`config.mk`:
```
export PLATFORM = sky130hd
export DESIGN_NAME = mul_pipe
export DESIGN_NICKNAME = d
export VERILOG_FILES = /design/src/rtl/mul_pkg.sv /design/src/rtl/mul_core.sv /design/src/rtl/mul_pipe.sv
export SDC_FILE = /design/constraint.sdc
export NUM_CORES = 2
export LEC_CHECK = 0
export CORE_MARGIN = 5
export CORE_UTILIZATION = 26
export CTS_CLUSTER_SIZE = 14
export DETAILED_ROUTE_END_ITERATION = 16
export PLACE_DENSITY = 0.46
export SYNTH_ARGS = -nofsm -noshare
export SYNTH_HDL_FRONTEND = slang
export SYNTH_SLANG_ARGS = --single-unit
```
`constraint.sdc`:
```
create_clock -name clk -period 3.6 [get_ports clk]
set_input_delay 0.36 -clock clk [delete_from_list [all_inputs] [get_ports clk]]
set_output_delay 0.36 -clock clk [all_outputs]
set_load 0.01 [all_outputs]
```
`src/rtl/mul_pkg.sv`:
```
// Shared multiply-unit definitions: op-select encodings, default widths, pipeline entry layout.
// Latency: n/a (types and constants only).
// Backpressure: n/a.
package mul_pkg;

    // Op select as seen by the decoder and issue logic; drives in_signed directly.
    localparam logic MUL_OP_MULTU = 1'b0;
    localparam logic MUL_OP_MULT  = 1'b1;

    localparam int MUL_DATA_W_DEF = 32;
    localparam int MUL_STAGES_DEF = 6;
    localparam int MUL_TAG_W_DEF  = 6;

    // Pipeline entry at default widths; mul_pipe keeps the same field order at its own widths.
    typedef struct packed {
        logic                      valid;
        logic [MUL_DATA_W_DEF-1:0] hi;
        logic [MUL_DATA_W_DEF-1:0] lo;
        logic [MUL_TAG_W_DEF-1:0]  tag;
    } mul_entry_t;

endpackage

```
`src/rtl/mul_core.sv`:
```
// Combinational signed/unsigned multiply, full 2*DATA_W product; swappable for a DSP macro.
// Latency: 0 cycles (purely combinational).
// Backpressure: none, no state.
module mul_core
    import mul_pkg::*;
#(
    parameter int DATA_W = MUL_DATA_W_DEF
) (
    input  logic                  op,
    input  logic [DATA_W-1:0]     x,
    input  logic [DATA_W-1:0]     y,
    output logic [2*DATA_W-1:0]   prod
);

    logic                sx;
    logic                sy;
    logic [2*DATA_W-1:0] xe;
    logic [2*DATA_W-1:0] ye;

    assign sx = (op == MUL_OP_MULT) & x[DATA_W-1];
    assign sy = (op == MUL_OP_MULT) & y[DATA_W-1];

    // Extending straight to 2*DATA_W gives the same low 2*DATA_W bits as the
    // (DATA_W+1)-bit signed product, without carrying unused upper bits.
    assign xe = {{DATA_W{sx}}, x};
    assign ye = {{DATA_W{sy}}, y};

    assign prod = xe * ye;

endmodule

```
`src/rtl/mul_pipe.sv`:
```
// Elastic pipelined integer multiplier returning {hi, lo} and a pass-through tag in order.
// Latency: STAGES cycles from input transfer to out_valid; one op per cycle throughput.
// Backpressure: stages hold when blocked, bubbles collapse; in_ready drops only when all STAGES are full.
module mul_pipe
    import mul_pkg::*;
#(
    parameter int DATA_W = MUL_DATA_W_DEF,
    parameter int STAGES = MUL_STAGES_DEF,
    parameter int TAG_W  = MUL_TAG_W_DEF
) (
    input  logic              clk,
    input  logic              reset,
    input  logic              flush,
    input  logic              in_valid,
    output logic              in_ready,
    input  logic              in_signed,
    input  logic [DATA_W-1:0] in_x,
    input  logic [DATA_W-1:0] in_y,
    input  logic [TAG_W-1:0]  in_tag,
    output logic              out_valid,
    input  logic              out_ready,
    output logic [DATA_W-1:0] out_hi,
    output logic [DATA_W-1:0] out_lo,
    output logic [TAG_W-1:0]  out_tag,
    output logic              busy
);

    typedef struct packed {
        logic              valid;
        logic [DATA_W-1:0] hi;
        logic [DATA_W-1:0] lo;
        logic [TAG_W-1:0]  tag;
    } stage_t;

    logic [2*DATA_W-1:0] prod;
    stage_t              head;
    stage_t              stg [STAGES];
    stage_t              up  [STAGES];
    logic [STAGES-1:0]   v;
    logic [STAGES-1:0]   adv;

    mul_core #(.DATA_W(DATA_W)) u_core (
        .op   (in_signed),
        .x    (in_x),
        .y    (in_y),
        .prod (prod)
    );

    assign head = {in_valid, prod, in_tag};

    for (genvar k = 0; k < STAGES; k++) begin : g_stage
        if (k == 0) begin : g_first
            assign up[k] = head;
        end else begin : g_next
            assign up[k] = stg[k-1];
        end

        assign v[k] = stg[k].valid;
        // Unrolled adv chain: stage k moves if any stage at or beyond it is empty, or the tail drains.
        assign adv[k] = out_ready | ~(&v[STAGES-1:k]);

        // Payload loads only with a valid entry so the output holds while idle.
        always_ff @(posedge clk or negedge reset) begin
            if (!reset) begin
                stg[k] <= '0;
            end else if (flush) begin
                stg[k].valid <= 1'b0;
            end else if (adv[k]) begin
                if (up[k].valid) begin
                    stg[k] <= up[k];
                end else begin
                    stg[k].valid <= 1'b0;
                end
            end
        end
    end

    assign in_ready  = adv[0];
    assign busy      = |v;
    assign out_valid = stg[STAGES-1].valid;
    assign out_hi    = stg[STAGES-1].hi;
    assign out_lo    = stg[STAGES-1].lo;
    assign out_tag   = stg[STAGES-1].tag;

endmodule

```
==> impl_metrics.yaml <==
route:
  met1Wirelength_um: 73300
  ant_nets: 0
  wl_met3_um: 5440
  wire_per_inst_um: 19.1
  top_layer: "met5"
  drc: 0
  drt-initial-drc-count: 1818
  dr.pass1.iters: 5
  routed_wl_um: 163000
  via_per_inst: 4.30
  dr_wl_met2_um: 79900
  vias: 36700
clocking:
  clock_latency_ns: 0.55
  cts.clk_slew.worst_paths_ns: 0.07
  cts_sinks: 426
  htreeDepth: 2
  clk_path_buf_depth: 3
  clk_root_buffer_cell: "clkbuf_16"
  numCtsBuffers: 38
  cts_tree: "yes"
grt:
  antenna_found_initial: 2
  grt_overflow_total: 0
  grt_pass1_wl_um: 254000
  grt_max_degree: 93
  grt_pass1_vias: 41300
  grtUsageTotal: 0.150
layout:
  fin_area_sq_um: 68300
  layout-drive-gt1-share: 0.280
  syn2layout_area_growth_pct: 26.8
  stdcell_count: 8531
  mostFrequentLayoutCell: "fa_1"
  diodes: 0
  most-common-layout-cells: "fa_1, inv_1, nand2_1, buf_4, dfrtp_1"
  final_core_util: 0.331
  n_fill_cell: 21000
  final_nets: 7220
logic_synthesis:
  ys_seq_area_frac: 0.198
  syn_area_per_cell_sq_um: 10.4
  async_flop_share: 1.00
  synth_ff_type: "dfrtp_1"
  ys.warnings.count: 0
  ys_ff_latch: 426
  netlist_instances: 5205
  synth_area_sq_um: 53900
  synth_edf_count: 0
  synth_cell_types: 67
  syn-num-nets: 6618
timing:
  rsz0062_at_grt: "yes"
  max_slew_margin: 0.449
  worst_pin_slew_ns: 0.827
  setup_ws_ns: -3.54
  hold_viol_final: 0
  drv_slew: 0
  finalSetupTns_ns: -165.91
  min_period_ns: 7.14
  setup_violations: 58
  finClkSkew_ns: 0.0241
  fin_crit_sh: 1.98
  fmax_mhz: 140
worst_setup_path:
  critical-path-slowest-cell: "fa_2"
  critical_path.max_stage_delay_ns: 0.60
  path_class: "in2reg"
  worstPathRequired_ns: 4.08
  cp.arrival_ns: 7.62
  path_common_cell: "fa_1"
  worst_setup_path_end_kind: "flip-flop"
  worstPathMaxFanout: 7
  start_kind: "primary input"
floorplanning:
  boundaryPins: 149
  die_y_um: 465
  rows: 167
  start_util: 0.261
  die_w_um: 465
  die-area_sq_um: 216000
  core-area_sq_um: 207000
outcome:
  status: "finished, violations left"
  violations: "setup timing"
placement:
  numPortBuffers: 148
  place_hpwl_um: 130000
  dp_cells: 8298
  dpl_cell_area_sq_um: 63500
  gp_congestion: 0.857
job:
  drv_cap: 0
worst_hold_path:
  hold_path.class: "in2reg"
-- critical path, delay by kind of cell --
family	cells	cell delay, ns
AND/OR/NAND/NOR	5	1.00
adder cells (fa/ha/maj)	9	4.44
AO/OA/AOI/OAI	5	0.76
buffers and inverters	11	1.06
-- cells in the mapped netlist, types with 3 or more instances --
| cell | n | area (sq um) |
|---|---|---|
| a211o_1 | 3 | 26.3 |
| a211oi_1 | 5 | 37.5 |
| a21o_1 | 29 | 218 |
| a21oi_1 | 68 | 340 |
| a221o_1 | 4 | 40.0 |
| a311oi_1 | 3 | 26.3 |
| a31oi_1 | 10 | 62.6 |
| and2_1 | 358 | 2240 |
| and3_1 | 22 | 138 |
| buf_1 | 5 | 18.8 |
| buf_2 | 8 | 40.0 |
| buf_4 | 71 | 533 |
| clkbuf_1 | 261 | 980 |
| dfrtp_1 | 426 | 10700 |
| fa_1 | 1125 | 22500 |
| ha_1 | 212 | 2650 |
| inv_1 | 1068 | 4010 |
| mux2_2 | 351 | 3950 |
| nand2_1 | 832 | 3120 |
| nand2b_1 | 8 | 50.1 |
| nand3_1 | 20 | 100 |
| nand4_1 | 13 | 81.3 |
| nor2_1 | 58 | 218 |
| nor2b_1 | 6 | 37.5 |
| nor3_1 | 5 | 25.0 |
| o211ai_1 | 5 | 37.5 |
| o21a_1 | 4 | 30.0 |
| o21ai_0 | 68 | 340 |
| o21ai_1 | 17 | 85.1 |
| o21bai_1 | 9 | 67.6 |
| o31ai_1 | 3 | 22.5 |
| or2_2 | 9 | 56.3 |
| xnor2_1 | 49 | 429 |
| xor2_1 | 27 | 236 |
-- logic make-up after synthesis --
group	share of synthesized area
mux	0.0734
xor+xnor	0.0124
buf+inv	0.104
simple gates	0.116
flops	0.198
fa+ha+maj	0.467
compound gates	0.0299
-- stage by stage --
| stage | hold slack, ns | setup WS [ns] |
|---|---|---|
| after CTS | 0.332 | -3.66 |
| after floorplan | 0.0644 | -3.99 |
| final | 0.360 | -3.54 |
| after detailed placement | 0.423 | -4.66 |
| after global placement | 0.438 | -4.64 |
| after global routing | 0.360 | -3.75 |
-- registers in the layout (all words and copies together) (netlist names) --
| register | cells |
|---|---|
| out_hi | 32 |
| out_lo | 32 |
| out_tag | 6 |
| out_valid | 1 |
| stg | 355 |
-- worst paths after layout --
path / end / from / slack [ns] / cells after the start
setup / recovery: stg[421]$_DFFE_PN0P_ / in_y[1] / -3.54 / 30
hold / removal: stg[360]$_DFFE_PN0P_ / in_tag[5] / 0.36 / 3
setup reg to reg: stg[399]$_DFFE_PN0P_ / out_valid$_DFFE_PN0P_ / 1.16 / 8
hold reg to reg: stg[358]$_DFFE_PN0P_ / stg[358]$_DFFE_PN0P_ / 0.48 / 2
max in group asynchronous: stg[137]$_DFFE_PN0P_ / reset / 2.18 / 3
min in group asynchronous: out_tag[2]$_DFFE_PN0P_ / reset / 0.38 / 2
-- metal layers --
| layer | vias up | global-route usage |
|---|---|---|
| li1 | 16500 | - |
| met1 | 19300 | 0.205 |
| met4 | 2 | 0.0322 |
| met5 | - | 0 |
| met3 | 137 | 0.0109 |
| met2 | 642 | 0.262 |
-- layout make-up --
cell class	instances	area (sq um)	share of cell area
inverters	1068	4030	0.0589
well taps	2704	3380	0.0495
flip-flops and latches	426	10700	0.156
multi-input cells	3366	39600	0.579
clock buffers	54	1090	0.0160
repair buffers	907	9550	0.140
clock inverters	6	56.3	0.000824
-- what timing repair did --
action,CTS,global route
gates cloned,21,9
setup buffers,99,51
pin swaps,180,267
resized for setup,350,304
setup endpoints to repair,59,59
hold buffers,1,0
endpoints found under the hold margin,82,0
Power is not shown: default switching activity piles up to over one toggle a cycle in this logic, so the estimate is an artifact.
